==> src/rtl/sd_spi_cmd_if.sv <==
// Host-side command/response bundle for the SD SPI command engine.
// master = host control FSM, slave = sd_spi_cmd.
interface sd_spi_cmd_if;
  logic        start;
  logic [5:0]  cmd_idx;
  logic [31:0] cmd_arg;
  logic        resp_len;
  logic        busy;
  logic        done;
  logic        timeout;
  logic [7:0]  resp_r1;
  logic [31:0] resp_ext;

  modport master (
    output start, cmd_idx, cmd_arg, resp_len,
    input  busy, done, timeout, resp_r1, resp_ext
  );

  modport slave (
    input  start, cmd_idx, cmd_arg, resp_len,
    output busy, done, timeout, resp_r1, resp_ext
  );
endinterface

==> src/rtl/sd_spi_cmd.sv <==
// SPI-mode SD command engine: sends a 6-byte command frame, polls for R1, optionally reads
// 4 trailing bytes. Define SD_CRC7_EN to compute CRC7 over the frame instead of the fixed 0x95.
module sd_spi_cmd #(
  parameter int unsigned CLK_DIV      = 4,
  parameter int unsigned RESP_TIMEOUT = 8
) (
  input  logic           clk,
  input  logic           rst,
  sd_spi_cmd_if.slave    host,
  output logic           sclk,
  output logic           mosi,
  input  logic           miso,
  output logic           cs_n
);

  localparam int unsigned DivW   = (CLK_DIV > 1) ? $clog2(CLK_DIV) : 1;
  localparam int unsigned CntMax = (RESP_TIMEOUT > 6) ? RESP_TIMEOUT : 6;
  localparam int unsigned CntW   = $clog2(CntMax + 1);

  typedef enum logic [2:0] {StIdle, StCmd, StWait, StExt, StPost, StDone} state_e;

  state_e          state;
  logic [DivW-1:0] div_cnt;
  logic [2:0]      bit_cnt;
  logic [CntW-1:0] byte_cnt;
  logic [47:0]     tx_sr;
  logic [6:0]      rx_sr;
  logic            resp_len_q;
  logic            r1_hit;
  logic            busy_q;
  logic            done_q;
  logic            timeout_q;
  logic [7:0]      resp_r1_q;
  logic [31:0]     resp_ext_q;

  logic [39:0] head;
  logic [47:0] frame;
  logic [7:0]  rx_next;
  logic        half_end;

  assign head     = {2'b01, host.cmd_idx, host.cmd_arg};
  assign rx_next  = {rx_sr, miso};
  assign half_end = (div_cnt == DivW'(CLK_DIV - 1));

`ifdef SD_CRC7_EN
  logic [6:0] crc;

  always_comb begin
    crc = '0;
    for (int i = 39; i >= 0; i--) begin
      crc = (head[i] ^ crc[6]) ? ({crc[5:0], 1'b0} ^ 7'h09) : {crc[5:0], 1'b0};
    end
  end

  assign frame = {head, crc, 1'b1};
`else
  assign frame = {head, 8'h95};
`endif

  always_ff @(posedge clk) begin
    if (rst) begin
      state      <= StIdle;
      div_cnt    <= '0;
      bit_cnt    <= '0;
      byte_cnt   <= '0;
      tx_sr      <= '1;
      rx_sr      <= '0;
      resp_len_q <= 1'b0;
      r1_hit     <= 1'b0;
      busy_q     <= 1'b0;
      done_q     <= 1'b0;
      timeout_q  <= 1'b0;
      resp_r1_q  <= 8'hFF;
      resp_ext_q <= '0;
      sclk       <= 1'b0;
      mosi       <= 1'b1;
      cs_n       <= 1'b1;
    end else begin
      done_q <= 1'b0;
      case (state)
        StIdle: begin
          if (host.start) begin
            tx_sr      <= frame;
            mosi       <= frame[47];
            cs_n       <= 1'b0;
            busy_q     <= 1'b1;
            timeout_q  <= 1'b0;
            resp_r1_q  <= 8'hFF;
            resp_ext_q <= '0;
            resp_len_q <= host.resp_len;
            r1_hit     <= 1'b0;
            div_cnt    <= '0;
            bit_cnt    <= '0;
            byte_cnt   <= '0;
            sclk       <= 1'b0;
            state      <= StCmd;
          end
        end
        StDone: begin
          // One settle cycle after the last SCLK fall before reporting completion.
          if (bit_cnt == 3'd0) begin
            bit_cnt <= 3'd1;
          end else begin
            bit_cnt <= 3'd0;
            busy_q  <= 1'b0;
            done_q  <= 1'b1;
            state   <= StIdle;
          end
        end
        default: begin
          if (half_end) begin
            div_cnt <= '0;
            sclk    <= ~sclk;
          end else begin
            div_cnt <= div_cnt + DivW'(1);
          end

          // Rising SCLK: sample MISO; R1 is decided on the bit0 sample.
          if (half_end && !sclk) begin
            rx_sr <= rx_next[6:0];
            if (state == StExt) begin
              resp_ext_q <= {resp_ext_q[30:0], miso};
            end
            if (state == StWait && bit_cnt == 3'd7 && !rx_next[7] && !r1_hit) begin
              resp_r1_q <= rx_next;
              r1_hit    <= 1'b1;
            end
          end

          // Falling SCLK: advance MOSI; tx_sr back-fills with ones so idle bytes send 0xFF.
          if (half_end && sclk) begin
            bit_cnt <= bit_cnt + 3'd1;
            tx_sr   <= {tx_sr[46:0], 1'b1};
            mosi    <= tx_sr[46];
            if (bit_cnt == 3'd7) begin
              byte_cnt <= byte_cnt + CntW'(1);
              case (state)
                StCmd: begin
                  if (byte_cnt == CntW'(5)) begin
                    byte_cnt <= '0;
                    state    <= StWait;
                  end
                end
                StWait: begin
                  if (r1_hit) begin
                    byte_cnt <= '0;
                    if (resp_len_q) begin
                      state <= StExt;
                    end else begin
                      cs_n  <= 1'b1;
                      state <= StPost;
                    end
                  end else if (byte_cnt == CntW'(RESP_TIMEOUT - 1)) begin
                    byte_cnt  <= '0;
                    timeout_q <= 1'b1;
                    resp_r1_q <= 8'hFF;
                    cs_n      <= 1'b1;
                    state     <= StPost;
                  end
                end
                StExt: begin
                  if (byte_cnt == CntW'(3)) begin
                    byte_cnt <= '0;
                    cs_n     <= 1'b1;
                    state    <= StPost;
                  end
                end
                default: begin
                  byte_cnt <= '0;
                  state    <= StDone;
                end
              endcase
            end
          end
        end
      endcase
    end
  end

  assign host.busy     = busy_q;
  assign host.done     = done_q;
  assign host.timeout  = timeout_q;
  assign host.resp_r1  = resp_r1_q;
  assign host.resp_ext = resp_ext_q;

endmodule

==> src/flat_wrapper.sv <==
// flat-port wrapper written by rule: the top's interface ports become plain ports
module sd_spi_cmd_flat 
#(
  parameter int unsigned CLK_DIV      = 4,
  parameter int unsigned RESP_TIMEOUT = 8
)
  (clk, rst, sclk, mosi, miso, cs_n, host_start, host_cmd_idx, host_cmd_arg, host_resp_len, host_busy, host_done, host_timeout, host_resp_r1, host_resp_ext);
  sd_spi_cmd_if host_i ();
  input  logic clk;
  input  logic rst;
  output logic sclk;
  output logic mosi;
  input  logic miso;
  output logic cs_n;
  input wire logic [$bits(host_i.start)-1:0] host_start;
  input wire logic [$bits(host_i.cmd_idx)-1:0] host_cmd_idx;
  input wire logic [$bits(host_i.cmd_arg)-1:0] host_cmd_arg;
  input wire logic [$bits(host_i.resp_len)-1:0] host_resp_len;
  output wire logic [$bits(host_i.busy)-1:0] host_busy;
  output wire logic [$bits(host_i.done)-1:0] host_done;
  output wire logic [$bits(host_i.timeout)-1:0] host_timeout;
  output wire logic [$bits(host_i.resp_r1)-1:0] host_resp_r1;
  output wire logic [$bits(host_i.resp_ext)-1:0] host_resp_ext;
  assign host_i.start = host_start;
  assign host_i.cmd_idx = host_cmd_idx;
  assign host_i.cmd_arg = host_cmd_arg;
  assign host_i.resp_len = host_resp_len;
  assign host_busy = host_i.busy;
  assign host_done = host_i.done;
  assign host_timeout = host_i.timeout;
  assign host_resp_r1 = host_i.resp_r1;
  assign host_resp_ext = host_i.resp_ext;
  sd_spi_cmd #(.CLK_DIV(CLK_DIV), .RESP_TIMEOUT(RESP_TIMEOUT)) u_core (.clk(clk), .rst(rst), .host(host_i), .sclk(sclk), .mosi(mosi), .miso(miso), .cs_n(cs_n));
endmodule
==> config.mk <==
export PLATFORM = sky130hd
export DESIGN_NAME = sd_spi_cmd_flat
export DESIGN_NICKNAME = d
export VERILOG_FILES = /design/src/rtl/sd_spi_cmd_if.sv /design/src/rtl/sd_spi_cmd.sv /design/src/flat_wrapper.sv
export SDC_FILE = /design/constraint.sdc
export NUM_CORES = 1
export LEC_CHECK = 0
export BUFFER_PORTS_ARGS = -buffer_cell sky130_fd_sc_hd__buf_2
export CAP_MARGIN = 25
export CORE_UTILIZATION = 45
export CTS_CLUSTER_SIZE = 12
export DETAILED_ROUTE_END_ITERATION = 10
export PLACE_DENSITY = 0.67
export SYNTH_ARGS = -nofsm -noshare
export SYNTH_HDL_FRONTEND = slang
export SYNTH_SLANG_ARGS = --single-unit
==> constraint.sdc <==
create_clock -name clk -period 3 [get_ports clk]
set_clock_uncertainty 0.1 [all_clocks]
set_input_delay 0.45 -clock clk [delete_from_list [all_inputs] [get_ports clk]]
set_output_delay 0.45 -clock clk [all_outputs]
set_load 0.05 [all_outputs]
==> results.cfg <==
[global_routing]
global_route.usage.total = 0.200
grt_first_pass_wirelength_um = 18000
grt_pass1_vias = 3878
grt_use_met1 = 0.258
grt_start_max_net_pins = 52
grt_overflow_total = 0
antenna_found_initial = 0
grt-busiest-layer = met2
global_route.usage.met3 = 0.0569
groute.layer.met2.usage = 0.314

[worst_setup_path]
crit_fanout = 9
crit_chain = ha_1 > or3b_1 > nor2_1 > o21ai_2 > or4_1 > a32o_1
timing.setup.critical_path_class = register to register
worst_endpoint_data_arrival_time_ns = 2.62
cp_slowest_stage_delay_ns = 0.52
critical_path.endpoint_type = register
category_of_the_worst_setup_path_launch_point = register
critical_path_cell_with_the_highest_stage_delay = sky130_fd_sc_hd__or4_1
data_required_critical_path_ns = 3.30

[clock_network]
cts.sinks = 113
cts_made_buffers = 17
clock-root-buffer = sky130_fd_sc_hd__clkbuf_8
worst_setup_hold_path_clk_slew_ns = 0.05
htreeDepth = 4
cts.hold.buffers_added = 0
post-cts-setup-buffers = 0
clock_tree.buffer_depth = 2
worst_skew_pair.late_latency_ns = 0.51
cts-resized-gates = 0
cts_tree = yes

[logic_synthesis]
ys.warnings.count = 0
ys_seq_elements = 113
synth-xor-area-share = 0.00182
synth_fp_nets = 566
syn_area_um2 = 4810
yosys.area.top_type_share = 0.470
synthMuxAreaShare = 0.0187
synth_async_sr_flop_share = 0
yosys.area_share.adder = 0.0156
synth_compound_gate_area_share = 0.244
synth_area_per_cell_um2 = 9.31
synth_edf_count = 0
post_synth_main_area_contributors = sky130_fd_sc_hd__dfxtp_1 47%, sky130_fd_sc_hd__a221oi_2 12%, sky130_fd_sc_hd__nand2_1 8.4%
yosys.area.top_type = sky130_fd_sc_hd__dfxtp_1
ys_seq_area_frac = 0.470
synth_simple_gate_area_frac = 0.202
main_combinational_cell_family_by_area_after_synthesis = compound AO/OA/AOI/OAI gates
synth_cell_type_count = 53
postSynthCellCount = 517
postSynth.topFlopCell = sky130_fd_sc_hd__dfxtp_1

[placed_design]
detailed_place.area_um2 = 5390
place_hpwl_um = 7050
gp_congestion = 0.896
io_buffer_count = 88

[timing]
highest_clock_rate_mhz = 431
unrepaired_setup_endpoints_after_global_routing = no
final.min_clock_period_ns = 2.32
worst_pin_slew_ns = 0.753
setup_viol_count_final = 0
finalHoldViolCount = 0
timing.final.crit_share = 0.773
fin_hold_ws_ns = 0.0481
slew-limit-headroom = 0.498
finalMaxSlewViolations = 0
setup-tns-final_ns = 0

[cells_and_area]
final_layout_size_suffix_gt1_frac = 0.298
antenna-diode-count = 0
layout-area-overhead-vs-synth_pct = 24.1
fin_util = 0.578
fin_nets = 648
layout.cell_area.non_filler_um2 = 5970

[min_path]
min_path_type = primary input to register

[power_and_ir_drop]
total_power_w = 0.00502
power.static_leakage_nw = 2.62
pwr_density_cell_nw_per_um2 = 842
vdd.ir_drop.worst_uv = 468

[floorplan]
floorplan.die.width_um = 105
die-area_um2 = 11100
die-height_um = 105
start_util = 0.466
design.portCount = 89
row_count = 37
coreArea_um2 = 10300

[detailed_routing]
detail-route-antenna-nets = 0
drt-total-wl_um = 10800
drc = 0
avgViaCountPerCell = 5.51
detail_route.first_pass.iterations = 4
drt-initial-drc-count = 273
num_vias = 4112
wl_cell_um = 14.4

[run_status]
run_status = finished, final reports clean

[job]
max_capacitance_violation_count = 0
Yosys cell counts (5+ instances only):
library cell / count
sky130_fd_sc_hd__a21oi_1: 13
sky130_fd_sc_hd__a221oi_2: 38
sky130_fd_sc_hd__a22oi_1: 34
sky130_fd_sc_hd__a31oi_1: 6
sky130_fd_sc_hd__buf_1: 7
sky130_fd_sc_hd__buf_2: 8
sky130_fd_sc_hd__buf_6: 5
sky130_fd_sc_hd__clkbuf_1: 20
sky130_fd_sc_hd__dfxtp_1: 113
sky130_fd_sc_hd__ha_1: 6
sky130_fd_sc_hd__inv_1: 5
sky130_fd_sc_hd__mux2i_1: 9
sky130_fd_sc_hd__nand2_1: 108
sky130_fd_sc_hd__nand3_1: 14
sky130_fd_sc_hd__nand3b_1: 5
sky130_fd_sc_hd__nor2_1: 55
sky130_fd_sc_hd__nor3_1: 11
sky130_fd_sc_hd__o21ai_1: 6
critical path: cells and delay by family (launching register included):
family | cells | cell delay (ns)
AND/OR/NAND/NOR | 3 | 1.07
flip-flops | 1 | 0.39
adder cells (fa/ha/maj) | 1 | 0.22
AO/OA/AOI/OAI | 2 | 0.43
area by class of cell:
class	instances	area (µm²)
Clock inverter	10	136
Multi-Input combinational cell	357	2350
Fill cell	920	4350
Tap cell	136	170
Clock buffer	20	445
Timing Repair Buffer	104	583
Sequential cell	113	2260
Inverter	6	22.5
metal layers:
metal | vias up | wire length [µm]
met5 | - | 0
li1 | 2037 | -
met2 | 119 | 5070
met4 | 0 | 197
met1 | 1936 | 4910
met3 | 20 | 598
layout by cell type (no fill, tap or decap), drive strengths merged, types with 2 or more instances in the layout:
| cell type | instances |
|---|---|
| or4 | 2 |
| o22ai | 4 |
| inv | 6 |
| a211oi | 2 |
| a22oi | 34 |
| nand2 | 108 |
| buf | 104 |
| and2 | 2 |
| bufinv | 3 |
| nand3b | 5 |
| a31oi | 6 |
| mux2i | 9 |
| or3 | 2 |
| a221oi | 38 |
| a21oi | 14 |
| clkinvlp | 3 |
| nor4b | 4 |
| nor3 | 11 |
| dfxtp | 113 |
| clkinv | 4 |
| ha | 6 |
| o21ai | 9 |
| clkbuf | 20 |
| a221o | 4 |
| o21a | 3 |
| nor4 | 2 |
| nand2b | 3 |
| nor2 | 55 |
| nand3 | 14 |
| nor2b | 4 |
registers in the layout, indices dropped and copies added, names as in the netlist, 2 cells and up:
register / cells
u_core.tx_sr: 46
u_core.host.resp_ext: 32
u_core.host.resp_r1: 8
u_core.rx_sr: 7
u_core.byte_cnt: 4
u_core.bit_cnt: 3
u_core.state: 3
u_core.div_cnt: 2
worst paths after layout:
path,start,cells after the start,endpoint,slack (ns)
setup / recovery,u_core.byte_cnt[0],6,u_core.state[2],0.68
hold / removal,host_cmd_arg[6],3,u_core.tx_sr[14],0.05
setup reg to reg,u_core.byte_cnt[0],6,u_core.state[2],0.68
hold reg to reg,u_core.host.resp_r1[7],2,u_core.host.resp_r1[7],0.34
logic make-up (layout without fill, tap and decap cells):
logic type / Yosys count / after routing
AO/OA/AOI/OAI: 124 / 124
XOR/XNOR: 1 / 1
adder cells (fa/ha/maj): 6 / 6
buffers and inverters: 47 / 140
flip-flops: 113 / 113
multiplexers: 9 / 9
AND/OR/NAND/NOR: 217 / 217
through the flow:
step | setup WS [ns] | std cells
final | 0.682 | 746
after global placement | 0.572 | 714
after global routing | 0.573 | 746
after floorplan | 0.724 | 517
after CTS | 0.695 | 746
after detailed placement | 0.702 | 716
report_power, final:
| part | total (W) | internal [W] | switching [W] |
|---|---|---|---|
| combinational | 0.00126 | 0.000462 | 0.000803 |
| sequential | 0.00180 | 0.00168 | 0.000117 |
| clock | 0.00196 | 0.00129 | 0.000668 |
| total | 0.00502 | 0.00344 | 0.00159 |
No activity file was read; power rests on OpenSTA's default activity.
